--- src/rtl/reg_bank32_fill.sv ---
// reg_bank32_fill
//   Bank of 32 x 32-bit registers loadable either one word at a time or by a
//   32-word ready/valid burst. Register contents are exported directly on
//   outR0..outR31 to feed a downstream 32:1 select mux.
//
//   Ports
//     clk        : clock, all state updates on the rising edge
//     reset      : synchronous active-high reset
//     wr_en      : single-word write strobe (honoured in IDLE and DONE only)
//     wr_addr    : single-word write index 0..31
//     wr_data    : single-word write data
//     fill_start : request to begin a 32-word burst fill
//     fill_valid : upstream holds a burst word on fill_data
//     fill_data  : burst word
//     fill_ready : block is accepting burst words
//     fill_busy  : burst in progress
//     fill_done  : one-cycle pulse when the burst completes
//     outR0..31  : register contents
//
//   Optional feature (macro REG_BANK32_VALID_EN):
//     inval_all  : clears all per-register valid bits
//     reg_valid  : per-register valid bits, set by any write to that register
module reg_bank32_fill #(
    parameter logic [31:0] RESET_VAL = 32'h0000_0000
) (
    input  logic        clk,
    input  logic        reset,
    input  logic        wr_en,
    input  logic [4:0]  wr_addr,
    input  logic [31:0] wr_data,
    input  logic        fill_start,
    input  logic        fill_valid,
    input  logic [31:0] fill_data,
    output logic        fill_ready,
    output logic        fill_busy,
    output logic        fill_done,
    output logic [31:0] outR0,
    output logic [31:0] outR1,
    output logic [31:0] outR2,
    output logic [31:0] outR3,
    output logic [31:0] outR4,
    output logic [31:0] outR5,
    output logic [31:0] outR6,
    output logic [31:0] outR7,
    output logic [31:0] outR8,
    output logic [31:0] outR9,
    output logic [31:0] outR10,
    output logic [31:0] outR11,
    output logic [31:0] outR12,
    output logic [31:0] outR13,
    output logic [31:0] outR14,
    output logic [31:0] outR15,
    output logic [31:0] outR16,
    output logic [31:0] outR17,
    output logic [31:0] outR18,
    output logic [31:0] outR19,
    output logic [31:0] outR20,
    output logic [31:0] outR21,
    output logic [31:0] outR22,
    output logic [31:0] outR23,
    output logic [31:0] outR24,
    output logic [31:0] outR25,
    output logic [31:0] outR26,
    output logic [31:0] outR27,
    output logic [31:0] outR28,
    output logic [31:0] outR29,
    output logic [31:0] outR30,
    output logic [31:0] outR31
`ifdef REG_BANK32_VALID_EN
    ,
    input  logic        inval_all,
    output logic [31:0] reg_valid
`endif
);

    typedef enum logic [1:0] {
        S_IDLE = 2'd0,
        S_FILL = 2'd1,
        S_DONE = 2'd2
    } state_t;

    state_t      r_state;
    state_t      w_state_nxt;
    logic [4:0]  r_cnt;
    logic        w_cnt_clr;
    logic        w_cnt_inc;
    logic [31:0] r_regs [32];

    // Single merged write port: burst and single-word writes are mutually
    // exclusive by FSM state, so one address/data mux feeds the bank.
    logic        w_we;
    logic [4:0]  w_waddr;
    logic [31:0] w_wdata;

    always_ff @(posedge clk) begin
        if (reset) begin
            r_state <= S_IDLE;
        end else begin
            r_state <= w_state_nxt;
        end
    end

    always_comb begin
        w_state_nxt = r_state;
        fill_ready  = 1'b0;
        fill_busy   = 1'b0;
        fill_done   = 1'b0;
        w_cnt_clr   = 1'b0;
        w_cnt_inc   = 1'b0;
        w_we        = 1'b0;
        w_waddr     = wr_addr;
        w_wdata     = wr_data;
        case (r_state)
            S_IDLE: begin
                w_we = wr_en;
                if (fill_start) begin
                    w_state_nxt = S_FILL;
                    w_cnt_clr   = 1'b1;
                end
            end
            S_FILL: begin
                fill_ready = 1'b1;
                fill_busy  = 1'b1;
                if (fill_valid) begin
                    w_we      = 1'b1;
                    w_waddr   = r_cnt;
                    w_wdata   = fill_data;
                    w_cnt_inc = 1'b1;
                    if (r_cnt == 5'd31) begin
                        w_state_nxt = S_DONE;
                    end
                end
            end
            S_DONE: begin
                fill_done   = 1'b1;
                w_we        = wr_en;
                w_state_nxt = S_IDLE;
            end
            default: begin
                w_state_nxt = S_IDLE;
            end
        endcase
    end

    // The 5-bit counter wraps from 31 to 0 on the final handshake.
    always_ff @(posedge clk) begin
        if (reset || w_cnt_clr) begin
            r_cnt <= '0;
        end else if (w_cnt_inc) begin
            r_cnt <= r_cnt + 5'd1;
        end
    end

    always_ff @(posedge clk) begin
        if (reset) begin
            for (int unsigned i = 0; i < 32; i++) begin
                r_regs[i] <= RESET_VAL;
            end
        end else if (w_we) begin
            r_regs[w_waddr] <= w_wdata;
        end
    end

`ifdef REG_BANK32_VALID_EN
    logic [31:0] r_valid;

    // A write in the same cycle as inval_all survives the invalidate.
    always_ff @(posedge clk) begin
        if (reset) begin
            r_valid <= '0;
        end else begin
            r_valid <= (inval_all ? '0 : r_valid)
                     | (w_we ? (32'h1 << w_waddr) : '0);
        end
    end

    assign reg_valid = r_valid;
`endif

    assign outR0  = r_regs[0];
    assign outR1  = r_regs[1];
    assign outR2  = r_regs[2];
    assign outR3  = r_regs[3];
    assign outR4  = r_regs[4];
    assign outR5  = r_regs[5];
    assign outR6  = r_regs[6];
    assign outR7  = r_regs[7];
    assign outR8  = r_regs[8];
    assign outR9  = r_regs[9];
    assign outR10 = r_regs[10];
    assign outR11 = r_regs[11];
    assign outR12 = r_regs[12];
    assign outR13 = r_regs[13];
    assign outR14 = r_regs[14];
    assign outR15 = r_regs[15];
    assign outR16 = r_regs[16];
    assign outR17 = r_regs[17];
    assign outR18 = r_regs[18];
    assign outR19 = r_regs[19];
    assign outR20 = r_regs[20];
    assign outR21 = r_regs[21];
    assign outR22 = r_regs[22];
    assign outR23 = r_regs[23];
    assign outR24 = r_regs[24];
    assign outR25 = r_regs[25];
    assign outR26 = r_regs[26];
    assign outR27 = r_regs[27];
    assign outR28 = r_regs[28];
    assign outR29 = r_regs[29];
    assign outR30 = r_regs[30];
    assign outR31 = r_regs[31];

endmodule
--- config.mk ---
export PLATFORM = sky130hd
export DESIGN_NAME = reg_bank32_fill
export DESIGN_NICKNAME = d
export VERILOG_FILES = /design/src/rtl/reg_bank32_fill.sv
export SDC_FILE = /design/constraint.sdc
export NUM_CORES = 1
export LEC_CHECK = 0
export ABC_AREA = 1
export CORE_AREA = 4 4 429 431
export CTS_CLUSTER_DIAMETER = 40
export CTS_CLUSTER_SIZE = 10
export DETAILED_ROUTE_END_ITERATION = 8
export DIE_AREA = 0 0 433 435
export SLEW_MARGIN = 20
export SYNTH_ARGS = -nofsm -noshare
export SYNTH_HDL_FRONTEND = slang
export SYNTH_SLANG_ARGS = --single-unit
export TNS_END_PERCENT = 100
--- constraint.sdc ---
create_clock -name clk -period 8.9 [get_ports clk]
set_input_delay 1.78 -clock clk [delete_from_list [all_inputs] [get_ports clk]]
set_output_delay 1.78 -clock clk [all_outputs]
set_load 0.005 [all_outputs]
# --- After elaboration in Yosys (flattened, before gate mapping) ---
# Memories as Yosys holds them, arrays and structs flattened.
# Index checks and enable logic that the tools add are counted.
word_totals:
  latch_bits: 0
  output_inout_bits: 1027
  ram_bits: 1024
  rom_bits: 0
  memories: 1
  ff_bits: 7
op_classes:
  reduce_logical: 5
  n_shift: 0
  muxes: 23
  n_mul: 0
  add_sub_neg: 1
  order_cmp: 0
  eq_ne: 6
  n_bitwise: 0
  div_mod_pow: 0
memory_table:
  columns: ["name", "depth", "word_bits", "rd", "rd_ports_with_merged_regs", "write_ports", "line_no", "text"]
  rows:
  - ["r_regs", 32, 32, 32, 0, 32, "87", "logic [31:0] r_regs [32];"]
op_table:
  columns: ["operator", "n"]
  rows:
  - ["$mux W32", 3]
  - ["$reduce_or A32 Y1", 1]
  - ["$mux W5", 3]
  - ["$mux W1", 12]
  - ["$mux W2", 3]
  - ["$ne A2 B2 Y1 const B", 3]
  - ["$add A5 B1 Y5 const B", 1]
  - ["$eq A5 B5 Y1 const B", 1]
  - ["$pmux W2 S2", 1]
  - ["$reduce_and A3 Y1", 1]
  - ["$eq A2 B1 Y1 const B", 1]
  - ["$eq A2 B2 Y1 const B", 1]
  - ["$logic_not A2 Y1", 1]
  - ["$pmux W1 S2", 1]
  - ["$reduce_or A2 Y1", 1]
  - ["$logic_or A1 B1 Y1", 1]

# --- Longest topological paths before layout ---
logic_depth:
  ltp_word: 8
  ltp_mapped: 10
  mapped_depth_nobuf: 8

# --- Worst setup path after synthesis ---
# No wires, ideal clock.
synth_path:
  path_kind: "input to register"
  from: "input fill_valid"
  to: "memory r_regs[16][0], enable pin"
  path_slack_ns: 4.877
  t_arrival_ns: 3.633
  path_stages: 10
  n_path_buf: 3
  setup_ns: 0.389
  cell_sequence: "buf_2 -> nand3_4 -> buf_6 -> nand2_1 -> nand2_1 -> nand2_1 -> nor2_1 -> nand2_1 -> buf_2 -> nand2_1"
synth_lines:
  columns: ["item", "line_no", "text"]
  rows:
  - ["start, declared", "32", "input logic fill_valid,"]
  - ["end, declared", "87", null]

==> qor.txt <==
Worst-path fanout max: 33
Status: completed
Clk root buf: clkbuf_16
Syn avg cell area: 15.2 um^2
Crit path cell chain: clkdlybuf4s50_1 > nand3_4 > buf_16 > nand2_1 > o21ai_4 > nor2_1 > nand2_2 > nand2_2
Fin. max-slew vios: 0
Drt pass-1 iters: 6
CTS clock-pin slew for the worst setup and hold paths: 50 ps
Number of port buffers: 1100
Compound-Gate Fraction of Synth Area: 0.00162
Maxcap violations: 0
EDFF count, synth: 1024
PwrDens: 227 nW/um^2
Final setup fails: 0
Initial Util: 0.206
Dpl cell area: 50800 um^2
Synth Flop Type: edfxtp_1
FF+latch count, synth: 1031
Die ar.: 188000 um^2
Simple-gate share of the synthesized area: 0.122
Fill count: 17900
Skew-Pair Late Insertion Delay: 790 ps
Total Power Consumption: 0.0127 W
Core area: 180000 um^2
Synth cell types: 29
Starting DRT DRC Count: 2716
Fin Hold WS: 497 ps
Post-cts hold buffer count: 0
Vias per cell: 4.23
Async S/R FF share, synth: 0
Synthesized area: 37000 um^2
Crit path buf inv count: 2
Syn_nets: 2516
H-tree depth: 4
GRT Util Overall: 0.186
Largest family of logic cells by synthesized area: simple AND/OR/NAND/NOR gates
Drt drc: 0
Post-CTS Resized: 0
Ratio of cells with drive above 1 in the final layout: 0.112
Reg2Reg Setup Slack: 5210 ps
Die H: 435 um
Largest net degree at the start of global routing: 41
Slowest stage cell, crit path: nand2_2
F_max: 0.211 GHz
Mux cell area share after synthesis: 0.0117
DP HPWL: 125000 um
# Post-CTS Setup Buffers: 0
Worst endpoint required time: 9290 ps
GRT overflow: 0
Worst Setup End Kind: flop
Worst hold-check path type: reg2reg
Slew headroom: 0.258
Post-synthesis xor/xnor area fraction: 0
Final cell area excluding filler cells: 56200 um^2
Clock period minus worst slack: 4740 ps
Die W: 433 um
Routability cong.: 0.808
Number of global-route vias before repair: 25100
Clock Skew: 26.7 ps
Sequential area share after synthesis: 0.834
Pleak: 20.6 nW
Worst slew pin tran: 1110 ps
Crit Path Class: in2reg
Critical Path Source Type: primary input
Worst setup slack after layout: 4160 ps
RSZ-0062 raised after global routing: no
Final hold violation count: 0
Post-Synth Adder-Cell Area: 0.000676
Nets: 3647
Total CTS buffers: 163
CP peak stage delay: 930 ps
Routed wire length per instance: 29.7 um
Sink Count: 1031
Area growth syn-to-layout: 51.8%
CP arrival: 5130 ps
Fin Setup TNS: 0 ps
Num rows: 156
CTS tree: yes
Syn Inst Count: 2440
Final period util: 0.532
Detailed-route via count: 25700
Largest delay contributor family on the critical path: simple AND/OR/NAND/NOR gates
Max Buffers Root-to-Sink: 3
Pre-CTS setup slack: 2380 ps
Initial antenna violation count: 52
I/O pin cnt: 1101
Most used cell, CP: nand2_2
First-pass GRT wire length: 235000 um
Max IR drop VDD: 0.000181 V
Synth warnings: 0
Post-Route WL: 181000 um
ANT nets after route: 0
where the power goes:
part | switching (W) | internal [W] | total (W)
Sequential | 0.0000656 | 0.00552 | 0.00559
Clock | 0.00239 | 0.00377 | 0.00616
Combinational | 0.000631 | 0.000374 | 0.00100
synth_stat cells (2+ instances only):
| master | instances | area share |
|---|---|---|
| a211oi_1 | 2 | 0.00041 |
| a21oi_1 | 3 | 0.00041 |
| buf_2 | 176 | 0.024 |
| buf_4 | 20 | 0.0041 |
| clkbuf_1 | 5 | 0.00051 |
| dfxtp_1 | 7 | 0.0038 |
| edfxtp_1 | 1024 | 0.83 |
| ha_1 | 2 | 0.00068 |
| inv_1 | 12 | 0.0012 |
| inv_2 | 2 | 0.00020 |
| mux2i_1 | 2 | 0.00054 |
| mux2i_2 | 30 | 0.011 |
| nand2_1 | 78 | 0.0079 |
| nand2_2 | 10 | 0.0017 |
| nand2_4 | 2 | 0.00061 |
| nand3_1 | 5 | 0.00068 |
| nand4_1 | 4 | 0.00068 |
| nor2_1 | 1031 | 0.10 |
| nor2_2 | 6 | 0.0010 |
| nor2_4 | 6 | 0.0018 |
| nor2_8 | 3 | 0.0016 |
| nor3_1 | 3 | 0.00041 |
final timing paths:
check,endpoint,start,cells after the start
setup / recovery,r_regs[18][26]$_SDFFCE_PN0P_,fill_valid,8
hold / removal,r_state[1]$_SDFFE_PP0P_,r_state[1]$_SDFFE_PP0P_,1
setup reg to reg,r_regs[29][26]$_SDFFCE_PN0P_,r_state[0]$_SDFFE_PP0P_,8
hold reg to reg,r_state[1]$_SDFFE_PP0P_,r_state[1]$_SDFFE_PP0P_,1
per-layer routing:
metal	GRT usage	vias to the layer above	share of wire
met1	0.213	13100	0.36
li1	-	10700	-
met5	0	-	0.00032
met2	0.321	1587	0.50
met3	0.0595	332	0.099
met4	0.0751	10	0.040
metrics by stage:
| stage | instances | util |
|---|---|---|
| after floorplan | 2440 | - |
| after global placement | 5774 | 0.282 |
| after detailed placement | 5774 | 0.282 |
| after CTS | 6052 | 0.311 |
| after global routing | 6066 | 0.312 |
| final | 6080 | 0.312 |
registers in the layout, indices dropped and copies added, names as in the netlist:
register,flops
r_cnt,5
r_regs,1024
r_state,2
layout by cell type, fill, tap and decap left out, types with 18 or more instances in the layout:
cell             count
clkdlybuf4s50_1   1100
nor2_1            1031
edfxtp_1          1024
clkbuf_16          165
buf_4               66
nand2_1             43
nand2_2             42
mux2i_4             32
diode_2             26
inv_6               25
clkbuf_1            18
kinds of logic after synthesis:
family,after synthesis
DFF,1031
muxes,32
and+or+nand+nor,1150
adders and majority gates,2
AOI/OAI and AO/OA,8
buffers and inverters,217
worst reg2reg max path: cells and delay by family (launching register included):
kind,cells,cell delay [ps]
buffers and inverters,1,110
flip-flops,1,500
AND/OR/NAND/NOR,7,2660
cell type report:
type	count	area [um^2]	share of cell area
repair buffers	1168	11600	0.206
diodes	26	65.1	0.00116
multi-input cells	1192	5410	0.0963
clock buffers	183	4200	0.0747
well taps	2370	2970	0.0528
clock inverters	95	1060	0.0189
inverters	15	56.3	0.00100
flip-flops and latches	1031	30900	0.550
No activity file was read; power rests on OpenSTA's default activity.
